--- src/rtl/fpu_pkg.sv ---
// Shared definitions for the FPU compare/select path.
//   FOP_*       : op encodings on the 3-bit op field (5..7 reserved)
//   fcmp_cls_t  : per-operand-pair classification bundle produced by
//                 fcmp_classify and optionally registered as a pipeline stage
//   canon_nan() : canonical quiet NaN for a given exponent/mantissa width,
//                 returned in an FP_MAX_W-wide word (caller slices to W)
package fpu_pkg;

  localparam logic [2:0] FOP_FEQ  = 3'd0;
  localparam logic [2:0] FOP_FLT  = 3'd1;
  localparam logic [2:0] FOP_FLE  = 3'd2;
  localparam logic [2:0] FOP_FMIN = 3'd3;
  localparam logic [2:0] FOP_FMAX = 3'd4;

  localparam int FP_MAX_W = 64;

  typedef struct packed {
    logic sign_a;
    logic sign_xor;
    logic exp_eq;
    logic exp_lt;
    logic man_le;
    logic man_eq;
    logic both_zero;
    logic nan_a;
    logic nan_b;
    logic snan_a;
    logic snan_b;
  } fcmp_cls_t;

  // +0 sign, all-ones exponent, mantissa MSB only.
  function automatic logic [FP_MAX_W-1:0] canon_nan(input int exp_w, input int man_w);
    logic [FP_MAX_W-1:0] e_ones;
    e_ones = (FP_MAX_W'(1) << exp_w) - FP_MAX_W'(1);
    return (e_ones << man_w) | (FP_MAX_W'(1) << (man_w - 1));
  endfunction

endpackage

--- src/rtl/fcmp_pipe_if.sv ---
// Request/response bundle between the FPU issue logic and fcmp_pipe.
//   master : en, op, a, b, tag_in, stall out; c, ready, tag_out, nv in
//   slave  : mirror of master (used by fcmp_pipe)
interface fcmp_pipe_if #(
  parameter int EXP_W = 8,
  parameter int MAN_W = 23,
  parameter int TAG_W = 5
);
  localparam int W = 1 + EXP_W + MAN_W;

  logic             en;
  logic [2:0]       op;
  logic [W-1:0]     a;
  logic [W-1:0]     b;
  logic [TAG_W-1:0] tag_in;
  logic             stall;
  logic [W-1:0]     c;
  logic             ready;
  logic [TAG_W-1:0] tag_out;
  logic             nv;

  modport master (
    output en, op, a, b, tag_in, stall,
    input  c, ready, tag_out, nv
  );

  modport slave (
    input  en, op, a, b, tag_in, stall,
    output c, ready, tag_out, nv
  );

endinterface

--- src/rtl/fcmp_classify.sv ---
// Combinational operand classification for the compare/select unit.
//   a, b : operands, {sign, exponent[EXP_W], mantissa[MAN_W]}
//   cls  : sign/exponent/mantissa relations, zero and NaN flags
// A zero exponent field means zero (denormals flush). NaN flags are only
// built when NAN_EN != 0; otherwise they are constant 0.
module fcmp_classify
  import fpu_pkg::*;
#(
  parameter int EXP_W  = 8,
  parameter int MAN_W  = 23,
  parameter int NAN_EN = 1,
  localparam int W = 1 + EXP_W + MAN_W
) (
  input  logic [W-1:0] a,
  input  logic [W-1:0] b,
  output fcmp_cls_t    cls
);

  logic [EXP_W-1:0] exp_a, exp_b;
  logic [MAN_W-1:0] man_a, man_b;
  logic             nan_a, nan_b, snan_a, snan_b;

  assign exp_a = a[W-2:MAN_W];
  assign exp_b = b[W-2:MAN_W];
  assign man_a = a[MAN_W-1:0];
  assign man_b = b[MAN_W-1:0];

  generate
    if (NAN_EN != 0) begin : g_nan
      assign nan_a  = (&exp_a) & (|man_a);
      assign nan_b  = (&exp_b) & (|man_b);
      assign snan_a = nan_a & ~man_a[MAN_W-1];
      assign snan_b = nan_b & ~man_b[MAN_W-1];
    end else begin : g_no_nan
      assign nan_a  = 1'b0;
      assign nan_b  = 1'b0;
      assign snan_a = 1'b0;
      assign snan_b = 1'b0;
    end
  endgenerate

  always_comb begin
    cls           = '0;
    cls.sign_a    = a[W-1];
    cls.sign_xor  = a[W-1] ^ b[W-1];
    cls.exp_eq    = (exp_a == exp_b);
    cls.exp_lt    = (exp_a < exp_b);
    cls.man_le    = (man_a <= man_b);
    cls.man_eq    = (man_a == man_b);
    cls.both_zero = (exp_a == '0) && (exp_b == '0);
    cls.nan_a     = nan_a;
    cls.nan_b     = nan_b;
    cls.snan_a    = snan_a;
    cls.snan_b    = snan_b;
  end

endmodule

--- src/rtl/fcmp_pipe.sv ---
// Pipelined floating-point compare/select: feq, flt, fle, fmin, fmax.
//   clk, rst : clock, synchronous active-high reset
//   bus      : fcmp_pipe_if slave
//              en/op/a/b/tag_in sampled on an edge with en && !stall
//              c/ready/tag_out/nv registered results, nv qualified by ready
//              stall freezes every pipeline register including outputs
// LAT=1 registers the result on the accepting edge; LAT=2 adds a stage that
// holds the classification plus operands, op and tag.
module fcmp_pipe
  import fpu_pkg::*;
#(
  parameter int EXP_W  = 8,
  parameter int MAN_W  = 23,
  parameter int LAT    = 1,
  parameter int NAN_EN = 1,
  parameter int TAG_W  = 5
) (
  input  logic       clk,
  input  logic       rst,
  fcmp_pipe_if.slave bus
);

  localparam int W = 1 + EXP_W + MAN_W;
  localparam logic [FP_MAX_W-1:0] CNAN_FULL = canon_nan(EXP_W, MAN_W);
  localparam logic [W-1:0]        CNAN      = CNAN_FULL[W-1:0];

  fcmp_cls_t cls_in;

  fcmp_classify #(
    .EXP_W  (EXP_W),
    .MAN_W  (MAN_W),
    .NAN_EN (NAN_EN)
  ) u_classify (
    .a   (bus.a),
    .b   (bus.b),
    .cls (cls_in)
  );

  // Operands and classification feeding the result mux: straight from the
  // bus for LAT=1, from the stage-1 registers for LAT=2.
  logic             src_valid;
  logic [2:0]       src_op;
  logic [W-1:0]     src_a, src_b;
  logic [TAG_W-1:0] src_tag;
  fcmp_cls_t        src_cls;

  generate
    if (LAT == 2) begin : g_lat2
      logic             s1_valid;
      logic [2:0]       s1_op;
      logic [W-1:0]     s1_a, s1_b;
      logic [TAG_W-1:0] s1_tag;
      fcmp_cls_t        s1_cls;

      always_ff @(posedge clk) begin
        if (rst) begin
          s1_valid <= 1'b0;
          s1_op    <= '0;
          s1_a     <= '0;
          s1_b     <= '0;
          s1_tag   <= '0;
          s1_cls   <= '0;
        end else if (!bus.stall) begin
          s1_valid <= bus.en;
          if (bus.en) begin
            s1_op  <= bus.op;
            s1_a   <= bus.a;
            s1_b   <= bus.b;
            s1_tag <= bus.tag_in;
            s1_cls <= cls_in;
          end
        end
      end

      assign src_valid = s1_valid;
      assign src_op    = s1_op;
      assign src_a     = s1_a;
      assign src_b     = s1_b;
      assign src_tag   = s1_tag;
      assign src_cls   = s1_cls;
    end else begin : g_lat1
      assign src_valid = bus.en;
      assign src_op    = bus.op;
      assign src_a     = bus.a;
      assign src_b     = bus.b;
      assign src_tag   = bus.tag_in;
      assign src_cls   = cls_in;
    end
  endgenerate

  logic         any_nan, any_snan;
  logic         mag_eq, mag_lt;
  logic         is_eq, is_lt, is_le;
  logic [W-1:0] res_c;
  logic         res_nv;

  always_comb begin
    any_nan  = src_cls.nan_a | src_cls.nan_b;
    any_snan = src_cls.snan_a | src_cls.snan_b;
    mag_eq   = src_cls.exp_eq & src_cls.man_eq;
    mag_lt   = src_cls.exp_lt | (src_cls.exp_eq & src_cls.man_le & ~src_cls.man_eq);
    is_eq    = src_cls.both_zero | (~src_cls.sign_xor & mag_eq);

    // Magnitude order flips when both operands are negative.
    if (src_cls.both_zero)
      is_lt = 1'b0;
    else if (src_cls.sign_xor)
      is_lt = src_cls.sign_a;
    else if (src_cls.sign_a)
      is_lt = ~mag_lt & ~mag_eq;
    else
      is_lt = mag_lt;
    is_le = is_lt | is_eq;

    res_c  = '0;
    res_nv = 1'b0;
    case (src_op)
      FOP_FEQ: begin
        res_c[0] = is_eq & ~any_nan;
        res_nv   = any_snan;
      end
      FOP_FLT: begin
        res_c[0] = is_lt & ~any_nan;
        res_nv   = any_nan;
      end
      FOP_FLE: begin
        res_c[0] = is_le & ~any_nan;
        res_nv   = any_nan;
      end
      FOP_FMIN: begin
        res_nv = any_snan;
        if (src_cls.nan_a && src_cls.nan_b) res_c = CNAN;
        else if (src_cls.nan_a)             res_c = src_b;
        else if (src_cls.nan_b)             res_c = src_a;
        else                                res_c = is_le ? src_a : src_b;
      end
      FOP_FMAX: begin
        res_nv = any_snan;
        if (src_cls.nan_a && src_cls.nan_b) res_c = CNAN;
        else if (src_cls.nan_a)             res_c = src_b;
        else if (src_cls.nan_b)             res_c = src_a;
        else                                res_c = is_le ? src_b : src_a;
      end
      default: ;
    endcase
  end

  logic [W-1:0]     c_q;
  logic             ready_q;
  logic [TAG_W-1:0] tag_q;
  logic             nv_q;

  always_ff @(posedge clk) begin
    if (rst) begin
      c_q     <= '0;
      ready_q <= 1'b0;
      tag_q   <= '0;
      nv_q    <= 1'b0;
    end else if (!bus.stall) begin
      ready_q <= src_valid;
      if (src_valid) begin
        c_q   <= res_c;
        tag_q <= src_tag;
        nv_q  <= res_nv;
      end
    end
  end

  assign bus.c       = c_q;
  assign bus.ready   = ready_q;
  assign bus.tag_out = tag_q;
  assign bus.nv      = nv_q;

endmodule

--- src/flat_wrapper.sv ---
// flat-port wrapper written by rule: the top's interface ports become plain ports
module fcmp_pipe_flat import fpu_pkg::*;
#(
  parameter int EXP_W  = 8,
  parameter int MAN_W  = 23,
  parameter int LAT    = 1,
  parameter int NAN_EN = 1,
  parameter int TAG_W  = 5
)
  (clk, rst, bus_en, bus_op, bus_a, bus_b, bus_tag_in, bus_stall, bus_c, bus_ready, bus_tag_out, bus_nv);
  fcmp_pipe_if #(.EXP_W(EXP_W), .MAN_W(MAN_W), .TAG_W(TAG_W)) bus_i ();
  input  logic clk;
  input  logic rst;
  input wire logic [$bits(bus_i.en)-1:0] bus_en;
  input wire logic [$bits(bus_i.op)-1:0] bus_op;
  input wire logic [$bits(bus_i.a)-1:0] bus_a;
  input wire logic [$bits(bus_i.b)-1:0] bus_b;
  input wire logic [$bits(bus_i.tag_in)-1:0] bus_tag_in;
  input wire logic [$bits(bus_i.stall)-1:0] bus_stall;
  output wire logic [$bits(bus_i.c)-1:0] bus_c;
  output wire logic [$bits(bus_i.ready)-1:0] bus_ready;
  output wire logic [$bits(bus_i.tag_out)-1:0] bus_tag_out;
  output wire logic [$bits(bus_i.nv)-1:0] bus_nv;
  assign bus_i.en = bus_en;
  assign bus_i.op = bus_op;
  assign bus_i.a = bus_a;
  assign bus_i.b = bus_b;
  assign bus_i.tag_in = bus_tag_in;
  assign bus_i.stall = bus_stall;
  assign bus_c = bus_i.c;
  assign bus_ready = bus_i.ready;
  assign bus_tag_out = bus_i.tag_out;
  assign bus_nv = bus_i.nv;
  fcmp_pipe #(.EXP_W(EXP_W), .MAN_W(MAN_W), .LAT(LAT), .NAN_EN(NAN_EN), .TAG_W(TAG_W)) u_core (.clk(clk), .rst(rst), .bus(bus_i));
endmodule
--- config.mk ---
export PLATFORM = sky130hd
export DESIGN_NAME = fcmp_pipe_flat
export DESIGN_NICKNAME = d
export VERILOG_FILES = /design/src/rtl/fpu_pkg.sv /design/src/rtl/fcmp_pipe_if.sv /design/src/rtl/fcmp_classify.sv /design/src/rtl/fcmp_pipe.sv /design/src/flat_wrapper.sv
export SDC_FILE = /design/constraint.sdc
export NUM_CORES = 1
export LEC_CHECK = 0
export CAP_MARGIN = 0
export CORE_ASPECT_RATIO = 0.75
export CORE_MARGIN = 2
export CORE_UTILIZATION = 46
export CTS_CLUSTER_SIZE = 8
export DETAILED_ROUTE_END_ITERATION = 7
export GPL_TIMING_DRIVEN = 1
export PLACE_DENSITY = 0.81
export SYNTH_ARGS = -nofsm -noshare
export SYNTH_HDL_FRONTEND = slang
export SYNTH_HIERARCHICAL = 1
export SYNTH_SLANG_ARGS = --single-unit
--- constraint.sdc ---
create_clock -name clk -period 5.33 [get_ports clk]
set_clock_uncertainty 0.05 [all_clocks]
set_input_delay 1.599 -clock clk [delete_from_list [all_inputs] [get_ports clk]]
set_output_delay 1.599 -clock clk [all_outputs]
set_load 0.02 [all_outputs]
==> impl_metrics.py <==
metrics = {
    "worst_setup_path": {
        "crit_start": "bus_b[18]",
        "timing.critical_path.to": "u_core/bus.c[20]",
        "cp_data_required_time_ns": 5.44,
        "timing.rr.start": "u_core/bus.c[0]",
        "start_kind": "input port",
        "number_of_cell_instances_on_the_worst_register_to_register_path": 4,
        "critPathCaptureType": "flip-flop",
        "ff_to_ff_end": "u_core/bus.c[0]",
        "worstSetupPathType": "input port to flip-flop",
        "worstPathArrival_ns": 5.04,
        "path_max_fanout": 23,
        "rrSetupSlack_ns": 4.48,
    },
    "sta": {
        "fmax_ghz": 0.203,
        "slew_headroom": 0.470,
        "fin_tns_setup_ns": 0,
        "grt_setup_unrepaired": "false",
        "layout_min_cycle_time_ns": 4.93,
        "fin_ws_ns": 0.405,
        "layout_worst_path_cycle_share": 0.924,
        "final-setup-viol-count": 0,
        "hold_viol": 0,
        "finalHoldWorstSlack_ns": 0.410,
        "final-max-slew-violation-count": 0,
        "tightestPinTransition_ns": 0.792,
    },
    "power_and_ir_drop": {
        "power_leakage_nw": 1.95,
        "power_per_cell_area_nw_per_um2": 177,
        "max-vdd-ir-drop_uv": 134,
    },
    "route": {
        "vias": 3454,
        "detail_route.vias_per_cell": 5.57,
        "drc": 0,
        "drt_wl_total_um": 10100,
        "drtAntennaViolNets": 0,
        "routed_wire_length_per_instance_um": 16.3,
        "detailedRoute.firstIterationViolations": 274,
        "firstDrtPassIters": 5,
    },
    "place": {
        "place_worst_setup_slack_ns": 0.146,
        "hpwl_um": 8020,
        "port_buffers": 114,
        "gp_congestion": 0.902,
    },
    "floorplanning": {
        "placement_rows": 26,
        "ios": 115,
        "floorplan.die.width_um": 102,
        "area_inside_the_core_boundary_um2": 6900,
        "floorplan.initialDensity": 0.482,
        "die_area_um2": 7930,
        "die_y_um": 77.6,
    },
    "clocking": {
        "clock_tree.root_cell": "sky130_fd_sc_hd__clkbuf_8",
        "tritoncts": "done",
        "cts.clk_slew.worst_paths_ns": 0.09,
        "clock_buffer_count_from_cts": 5,
        "cts-resized-gates": 0,
        "cts-hold-fix-buffers": 0,
        "sink_count_of_the_clock_tree": 39,
        "postCtsSetupBuffers": 0,
        "clock_insertion_delay_at_the_later_pin_of_the_skew_report_ns": 0.29,
        "clock_tree.htree_level_count": 2,
        "ctsLongestPathBuffers": 2,
    },
    "synth": {
        "synth_area_um2": 3320,
        "synthesis.nets": 520,
        "yosys.area.top_type": "sky130_fd_sc_hd__dfxtp_1",
        "ys_seq_elements": 39,
        "total_number_of_yosys_warnings": 6,
        "synthDominantCellAreaShare": 0.235,
        "syn-mean-instance-area_um2": 8.05,
        "ys_async_sr_fraction": 0,
        "ys_dominant_reg_cell": "sky130_fd_sc_hd__dfxtp_1",
        "synth_cells": 413,
        "synth_enable_flop_cells": 0,
        "yosysSeqAreaShare": 0.235,
        "ys_top_cells_by_area": "sky130_fd_sc_hd__dfxtp_1 23%, sky130_fd_sc_hd__ha_1 12%, sky130_fd_sc_hd__o221ai_2 9.0%, sky130_fd_sc_hd__inv_1 8.9%, sky130_fd_sc_hd__nand2_1 4.5%",
        "ys_types": 55,
    },
    "global_routing": {
        "grt_usage": 0.263,
        "grt_max_degree": 24,
        "global_route.peak_usage_layer": "met2",
        "grt.met2_usage": 0.408,
        "number_of_antenna_violations_at_the_first_check_in_global_routing": 0,
        "gr-usage-met3": 0.0640,
        "first_global_vias": 3429,
        "global_route.usage.met1": 0.370,
        "grt_ovf": 0,
        "global_route_wire_length_before_repair_um": 16700,
    },
    "hold_path": {
        "hold-path-cell-count": 2,
        "min-delay-path-class": "flip-flop to flip-flop",
    },
    "finish": {
        "finish.net_count": 628,
        "synthToLayoutAreaGrowth_pct": 40.1,
        "final_layout_size_suffix_gt1_frac": 0.0996,
        "n_antenna_cell": 0,
    },
    "status": {
        "run_status": "complete, no violations",
    },
    "run": {
        "maxcap_viol_count": 0,
    },
}
layout make-up:
class                   count  area (um2)
fillers                   580        2240
repair buffers            122        1230
clock inverters             3        43.8
clock buffers               5        68.8
flip-flops and latches     39         781
inverters                  79         297
well taps                  98         123
multi-input cells         274        2120
metal layers:
metal | part of all wire | vias to the layer above
met3 | 0.074 | 12
met1 | 0.46 | 1616
met4 | 0.010 | 0
met2 | 0.45 | 146
met5 | 0 | -
li1 | - | 1680
synth_stat cells, drive strengths merged, types with 2 or more instances:
cell type and number:
nor4 18, o221ai 23, a21oi 25, nor3 8
nand3b 2, and3b 2, nor2b 2, a21o 4
nand2b 5, buf 13, nand4 13, mux2i 10
o21a 2, nand3 5, clkbuf 8, dfxtp 39
ha 31, nor2 21, inv 79, a311oi 9
nand2 40, o21ai 17, a21boi 19
through the flow:
stage          power (mW)  cell area (um2)  instances   util
6_report            0.825             4660        620  0.675
5_1_grt             0.869             4660        620  0.675
4_1_cts             0.828             4660        620  0.675
3_5_place_dp        0.571             4540        612  0.659
3_3_place_gp        0.564             4540        612  0.659
2_1_floorplan       0.444             3320        413      -
layout by cell type, fill, tap and decap left out, types with 2 or more instances in the layout:
cell                                n
sky130_fd_sc_hd__a21boi_0          19
sky130_fd_sc_hd__a21o_1             4
sky130_fd_sc_hd__a21oi_1           25
sky130_fd_sc_hd__a311oi_1           9
sky130_fd_sc_hd__buf_12             2
sky130_fd_sc_hd__buf_4              6
sky130_fd_sc_hd__clkbuf_8           5
sky130_fd_sc_hd__clkdlybuf4s50_1  114
sky130_fd_sc_hd__dfxtp_1           39
sky130_fd_sc_hd__ha_1              31
sky130_fd_sc_hd__inv_1             79
sky130_fd_sc_hd__mux2i_1            9
sky130_fd_sc_hd__nand2_1           40
sky130_fd_sc_hd__nand2b_1           5
sky130_fd_sc_hd__nand3_1            5
sky130_fd_sc_hd__nand3b_1           2
sky130_fd_sc_hd__nand4_1           12
sky130_fd_sc_hd__nor2_1            20
sky130_fd_sc_hd__nor2b_1            2
sky130_fd_sc_hd__nor3_1             7
sky130_fd_sc_hd__nor4_1            16
sky130_fd_sc_hd__o21ai_0            7
sky130_fd_sc_hd__o21ai_1            9
sky130_fd_sc_hd__o221ai_1           3
sky130_fd_sc_hd__o221ai_2          20
critical path, stage by stage:
cell and delay [ns]:
sky130_fd_sc_hd__clkdlybuf4s50_1 0.51, sky130_fd_sc_hd__inv_1 0.06, sky130_fd_sc_hd__ha_1 0.32, sky130_fd_sc_hd__nand4_1 0.18, sky130_fd_sc_hd__nor4_2 0.35, sky130_fd_sc_hd__inv_1 0.09
sky130_fd_sc_hd__nor3_2 0.31, sky130_fd_sc_hd__a31o_1 0.19, sky130_fd_sc_hd__o21ai_2 0.08, sky130_fd_sc_hd__a2111oi_4 0.57, sky130_fd_sc_hd__nor2_4 0.19, sky130_fd_sc_hd__mux2i_4 0.22
sky130_fd_sc_hd__buf_12 0.22, sky130_fd_sc_hd__o221ai_1 0.13
power breakdown:
part,leakage (nW),internal (mW),switching (mW),total [mW]
logic,1.58,0.127,0.131,0.259
clock network,0.0581,0.140,0.117,0.257
registers,0.317,0.303,0.00627,0.309
total,1.95,0.570,0.255,0.825
registers in the layout (all words and copies together) (netlist names):
register / cells
u_core/bus.c: 32
u_core/bus.nv: 1
u_core/bus.ready: 1
u_core/bus.tag_out: 5
worst min path at each step:
stage          slack, ns               endpoint             startpoint
2_1_floorplan       0.48       u_core/bus.ready       u_core/bus.ready
3_3_place_gp        0.39       u_core/bus.ready       u_core/bus.ready
3_5_place_dp        0.40  u_core/bus.tag_out[3]  u_core/bus.tag_out[3]
4_1_cts             0.41  u_core/bus.tag_out[3]  u_core/bus.tag_out[3]
5_1_grt             0.45  u_core/bus.tag_out[4]  u_core/bus.tag_out[4]
6_report            0.41  u_core/bus.tag_out[3]  u_core/bus.tag_out[3]
logic make-up after synthesis:
kind of cell | share of synthesized area
muxes | 0.0339
buffers and inverters | 0.128
DFF | 0.235
xor gates and xnor gates | 0.00527
AOI/OAI and AO/OA | 0.271
adders and majority gates | 0.117
and+or+nand+nor | 0.210
(Power assumes the default switching activity.)
